[src/rtl/pr_bus_arbiter.sv]
// pr_bus_arbiter: two-master round-robin arbiter (CPU = M0, DMA/loader = M1) in front of the system bridge.
// Optional macro PR_ARB_TIMEOUT_EN adds a wait-cycle timeout that force-completes a stalled transfer and sets Bus_Err.
module pr_bus_arbiter #(
    parameter int unsigned TIMEOUT_CYCLES = 15,
    parameter int unsigned RR_INIT        = 0
) (
    input  logic        Clk,
    input  logic        Rst_n,
    input  logic [29:0] M0_A,
    input  logic [3:0]  M0_BE,
    input  logic [31:0] M0_WData,
    input  logic        M0_Req,
    input  logic        M0_RW,
    output logic [31:0] M0_RData,
    output logic        M0_Ready,
    input  logic [29:0] M1_A,
    input  logic [3:0]  M1_BE,
    input  logic [31:0] M1_WData,
    input  logic        M1_Req,
    input  logic        M1_RW,
    output logic [31:0] M1_RData,
    output logic        M1_Ready,
    output logic [29:0] PrA,
    output logic [3:0]  PrBE,
    output logic [31:0] PrWData,
    output logic        PrReq,
    output logic        PrRW,
    input  logic [31:0] PrRData,
    input  logic        PrReady,
    output logic [1:0]  Grant,
    output logic        Bus_Err
);
    typedef enum logic [1:0] {IDLE, OWN0, OWN1} state_t;
    state_t state_q, state_d;
    logic   ptr_q, ptr_d;
    logic   own_req, timeout, done;
    logic [31:0] rdata;

    assign own_req = (state_q == OWN0) ? M0_Req : (state_q == OWN1) ? M1_Req : 1'b0;
`ifdef PR_ARB_TIMEOUT_EN
    logic [7:0] cnt_q, cnt_d;
    logic       err_q;
    assign timeout = own_req && !PrReady && (cnt_q == 8'(TIMEOUT_CYCLES));
    assign cnt_d   = (state_q == IDLE || done) ? 8'd0 : (PrReq && !PrReady) ? cnt_q + 8'd1 : cnt_q;
    always_ff @(posedge Clk or negedge Rst_n) begin
        if (!Rst_n) begin
            cnt_q <= 8'd0;
            err_q <= 1'b0;
        end else begin
            cnt_q <= cnt_d;
            err_q <= err_q | timeout;
        end
    end
    assign Bus_Err = err_q;
`else
    assign timeout = 1'b0;
    assign Bus_Err = 1'b0;
`endif
    assign PrReq    = own_req && !timeout;
    assign done     = (PrReq && PrReady) || timeout;
    assign Grant    = {state_q == OWN1, state_q == OWN0};
    assign PrA      = Grant[0] ? M0_A     : Grant[1] ? M1_A     : 30'h0;
    assign PrBE     = Grant[0] ? M0_BE    : Grant[1] ? M1_BE    : 4'h0;
    assign PrWData  = Grant[0] ? M0_WData : Grant[1] ? M1_WData : 32'h0;
    assign PrRW     = Grant[0] ? M0_RW    : Grant[1] ? M1_RW    : 1'b0;
    assign rdata    = timeout ? 32'hFFFF_FFFF : PrRData;
    assign M0_Ready = Grant[0] && done;
    assign M1_Ready = Grant[1] && done;
    assign M0_RData = M0_Ready ? rdata : 32'h0;
    assign M1_RData = M1_Ready ? rdata : 32'h0;

    // ptr_q names the master favoured on a tie; it always points away from the last winner.
    always_comb begin
        state_d = state_q;
        ptr_d   = ptr_q;
        if (state_q == IDLE) begin
            if (M0_Req && (!M1_Req || !ptr_q)) begin
                state_d = OWN0;
                ptr_d   = 1'b1;
            end else if (M1_Req) begin
                state_d = OWN1;
                ptr_d   = 1'b0;
            end
        end else if (done) begin
            if (state_q == OWN0 && M1_Req && ptr_q) begin
                state_d = OWN1;
                ptr_d   = 1'b0;
            end else if (state_q == OWN1 && M0_Req && !ptr_q) begin
                state_d = OWN0;
                ptr_d   = 1'b1;
            end else if (!own_req) begin
                state_d = IDLE;
            end
        end else if (!own_req) begin
            state_d = IDLE;
        end
    end

    always_ff @(posedge Clk or negedge Rst_n) begin
        if (!Rst_n) begin
            state_q <= IDLE;
            ptr_q   <= 1'(RR_INIT);
        end else begin
            state_q <= state_d;
            ptr_q   <= ptr_d;
        end
    end
endmodule

[config.mk]
export PLATFORM = sky130hd
export DESIGN_NAME = pr_bus_arbiter
export DESIGN_NICKNAME = d
export VERILOG_FILES = /design/src/rtl/pr_bus_arbiter.sv
export SDC_FILE = /design/constraint.sdc
export NUM_CORES = 1
export LEC_CHECK = 0
export ABC_AREA = 1
export CORE_AREA = 2 2 118 120
export CTS_CLUSTER_SIZE = 16
export DETAILED_ROUTE_END_ITERATION = 16
export DIE_AREA = 0 0 120 122
export GPL_TIMING_DRIVEN = 1
export MAX_ROUTING_LAYER = met4
export PLACE_DENSITY = 0.49
export SLEW_MARGIN = 10
export SYNTH_ARGS = -nofsm -noshare
export SYNTH_HDL_FRONTEND = slang
export SYNTH_SLANG_ARGS = --single-unit
[constraint.sdc]
create_clock -name Clk -period 1.8 [get_ports Clk]
set_input_delay 0.36 -clock Clk [delete_from_list [all_inputs] [get_ports Clk]]
set_output_delay 0.36 -clock Clk [all_outputs]
set_load 0.1 [all_outputs]
Yosys cells after proc, flatten, opt, wreduce, memory -nomap -nowiden
Index checks and enable logic that the tools add are counted.

storage, ports and cells
  register bits = 3
  bits of input ports = 171
  bits in latches = 0
  bits in writable memories = 0
  output and inout bits = 137
  memories = 0
  memory bits (read-only) = 0

operators by class
  reduce and logical (&&, ||, !) cells = 15
  divide/modulo/power cells = 0
  order comparisons = 0
  equal/unequal tests = 3
  $add $sub $neg = 0
  shifts and indexed selects = 0
  multipliers = 0
  bitwise operators = 0
  multiplexer cells = 25

operators with widths
  operator                                                                  count
  32-bit two-way mux                                                        4
  30-bit two-way mux                                                        2
  2-bit two-way mux                                                         7
  1-bit two-way mux                                                         10
  1-bit logical AND                                                         8
  4-bit two-way mux                                                         2
  3-bit by 2-bit inequality test with 1-bit output (second input constant)  1
  3-bit AND reduction                                                       1
  3-bit nonzero test                                                        1
  2-bit by 1-bit == test with 1-bit output (second input constant)          1
  2-bit == test (second input constant)                                     1
  1-bit logical NOT                                                         2
  2-bit logical NOT                                                         1
  2-bit nonzero test                                                        1
  1-bit logical OR                                                          1

Longest topological paths before layout
  depth after elaboration = 8
  depth in mapped cells = 8
  mapped depth without buffers = 8

Worst setup path before layout
Ideal clock, no wire load.

  kind = reg2out
  from = reg state_q[1]
  to = out M1_RData[22]
  required time = 1440 ps
  stages on the path, launching flop included = 9
  slack = -1372 ps
  arrival = 2812 ps
  cells stage by stage = dfrtp_1 > inv_2 > nand3_1 > nand2_2 > nand2_1 > inv_2 > nand2_4 > buf_6 > nor2_1

between the ends
  cells in the longest elaborated chain, start to end = 6
  elaborated cells on any way between the ends = 7
  classes of those cells = 2 x eq/ne; 3 x mux; 2 x reduce/logical

RTL lines
  item                      RTL line  text
  start: declaration        34        state_t state_q, state_d;
  start signal: assignment  104       state_q <= state_d;
  2-bit == test             39        assign own_req = (state_q == OWN0) ? M0_Req : (state_q == OWN1) ? M1_Req : 1'b0;
  1-bit two-way mux         39
  1-bit two-way mux (*)     39
  via PrReq                 26        output logic PrReq,
  1-bit logical AND (*)     60        assign done = (PrReq && PrReady) || timeout;
  1-bit logical AND (*)     68        assign M1_Ready = Grant[1] && done;
  32-bit two-way mux (*)    70        assign M1_RData = M1_Ready ? rdata : 32'h0;
  end: declaration          21        output logic [31:0] M1_RData,

Mark *: on every way through the listed nets, which the timed path passes. The rest lies on a longest branch.

Worst setup path after layout
  from = reg state_q[1]
  to = out M0_RData[28]

between the ends
  cells in the longest elaborated chain, start to end = 6
  elaborated cells on any way between the ends = 7
  classes of those cells = 2 x eq/ne; 3 x mux; 2 x reduce/logical

RTL lines
  item                             RTL line  text
  2-bit == test                    39
  1-bit two-way mux (2 in series)  39
  1-bit logical AND                60
  1-bit logical AND (*)            67        assign M0_Ready = Grant[0] && done;
  32-bit two-way mux (*)           69        assign M0_RData = M0_Ready ? rdata : 32'h0;
  end: declaration                 14        output logic [31:0] M0_RData,

Every way passes the cells marked *; elsewhere a longest branch is shown, timed or not.

==> results.toml <==
[timing]
rsz0062_at_grt = "true"
whs_ns = 0.316
setup_violations = 135
slew_viol_final = 0
timing.final.ws_setup_ns = -0.288
period_share_pct = 116
finalCriticalPeriod_ns = 2.09
fmax_mhz = 479
finClkSkew_ns = 0.000194
finalHoldViolations = 0

[min_path]
hp-class = "primary input to async pin"

[detailed_routing]
ant_nets = 0
drc_errors = 0
vias = 3111
finalWirelength_um = 13300
via_per_inst = 4.15
dr.pass1.iters = 4
drtIter0Drc = 62
wire_per_inst_um = 17.7

[final_layout]
finalCoreUtilization_pct = 58.2
mostFrequentLayoutCell = "clkdlybuf4s50_1"
design_area_mm2 = 0.00786
fin_nets = 742
drive_above_1_share_pct = 58.8
diodes = 0
fillers = 1087
layout_common_cells = "clkdlybuf4s50_1 (168), buf_12 (146), nor2_4 (66)"
syn2layout_area_growth_pct = 466

[yosys]
synth_cells = 231
netlist_area_mm2 = 0.00139
ys_ff_latch = 3
yosys.area.top_type = "a22o_1"
synth_cell_types = 19
syn_avg_cell_area_um2 = 6.01
synth.top_cell.area_share_pct = 42.3
synth_area_leaders = "a22o_1 (42%), nor2_1 (19%), inv_1 (10%)"
yosysWarnings = 0
synthesis.nets = 402
seq_area_frac_synth_pct = 5.41

[cts]
cts_tree = "done"
clock_path_buffers = 2
cts_buffers = 3
clk-insertion-delay-late_ns = 0.22
htreeDepth = 1
clk_pin_slew_worst_paths_ns = 0.03
clock-root-buffer = "clkbuf_16"
cts_sinks = 3

[critical_path]
crit_fanout = 8
cp-start-kind = "register"
endpoint_kind = "output pin"
crit_chain = "inv_2, nand3_4, nand2_8, nand2_8, clkinv_8, nand2_8, clkbuf_16, nor2_4, buf_12"
cp_num_buf_inv = 4
cp_data_required_time_ns = 1.44
cpMostUsedCell = "nand2_8"
crit_slowest_cell = "dfrtp_2"
arrival_ns = 1.73
cpLargestDelayFamily = "buffers and inverters"
crit_type = "register to output pin"
cpPeakStageDelay_ns = 0.45

[placed_design]
gp_congestion = 0.817
pre_cts_slack_ns = -0.491
io_buffer_count = 306
post-dp-hpwl_um = 10700
place_area_mm2 = 0.00700

[floorplan]
die-area_mm2 = 0.0146
die_h_um = 122
start_util_pct = 10.3
row_count = 43
core_area_mm2 = 0.0135
io_pins = 308
fp.dieW_um = 120

[global_routing]
grt_pass1_wl_um = 17900
grt.total_usage_pct = 16.2
antenna_found_initial = 0
grt_start_max_net_pins = 28
grt.overflow.total = 0
grt_pass1_vias = 3356

[run_status]
outcome = "finished, violations left"
violations = "negative setup slack"

[power_and_ir_drop]
p_per_area_mw_per_mm2 = 1740
p_leak_nw = 3.28
max-vdd-ir-drop_mv = 1.19

[flow_run]
maxCapViolations = 0
## worst reg2reg max path: stages (launching register included)
cell,delay (ns)
dfrtp_2,0.44
inv_2,0.08
buf_6,0.12
nor2_4,0.12
buf_12,0.19
buf_6,0.17
buf_4,0.12
nand3_1,0.06
nand2_1,0.09
nand3_1,0.08
nand2_1,0.06
nand2_1,0.05
## final timing paths
check	cells after the start	to	slack [ns]	startpoint
worst max-delay path	9	M0_RData[28]	-0.29	state_q[1]
worst min-delay path	1	ptr_q	0.32	Rst_n
worst max register to register	11	ptr_q	0.12	state_q[1]
worst min register to register	2	ptr_q	0.55	ptr_q
max in group asynchronous	1	state_q[0]	1.33	Rst_n
min in group Clk	2	ptr_q	0.55	ptr_q
## cells by family after synthesis
family | Yosys count | share of synthesized area [%]
and+or+nand+nor | 94 | 28.6
DFF | 3 | 5.41
AOI/OAI and AO/OA | 71 | 43.7
other | 1 | 0.270
buffers and inverters | 62 | 22.0
## final cells by class
type                       instances  area [um2]  share of cell area [%]
timing repair buffer             356        5220                    66.4
clock buffer                       4        78.8                    1.00
inverter                          41         176                    2.24
sequential                         3        77.6                   0.987
tap                              180         225                    2.87
multi-input combinational        166        2080                    26.5
## cell usage after synthesis, drive strengths merged
cell,instances
nor2,71
nand4,1
clkbuf,3
inv,41
nand3,7
dfrtp,3
buf,18
a21oi,2
a22o,67
nand2,15
o21ai,2
conb,1
## registers in the layout, summed over array words and instances (netlist names)
signal   cells
ptr_q        1
state_q      2
## layer usage
| metal | GRT usage, % | wire length (um) |
|---|---|---|
| met4 | 2.94 | 230 |
| met3 | 3.09 | 875 |
| met2 | 32.4 | 7610 |
| met1 | 16.2 | 4590 |
| met5 | - | 0 |
## through the flow
step | setup TNS [ns] | cells | power [mW]
after floorplan | -28.88 | 231 | 7.51
after global placement | -27.62 | 726 | 12.0
after detailed placement | -29.33 | 726 | 12.1
after CTS | -30.71 | 737 | 12.8
after global routing | -39.09 | 750 | 14.0
final | -30.13 | 750 | 13.7
## where the power goes
| part | total, mW | internal (mW) | switching, mW |
|---|---|---|---|
| Clock | 0.357 | 0.293 | 0.0640 |
| Combinational | 13.1 | 5.27 | 7.87 |
| Sequential | 0.168 | 0.105 | 0.0626 |
| Total | 13.7 | 5.67 | 7.99 |
## repair_timing
| item | 4_1_cts | 5_1_grt |
|---|---|---|
| gates resized for setup | 33 | 46 |
| buffers inserted | 4 | 5 |
| cloned | 3 | 8 |
| hold buffers | 0 | 0 |
| pin swaps | 4 | 7 |
| setup endpoints to repair | 136 | 135 |
(Power assumes the default switching activity.)
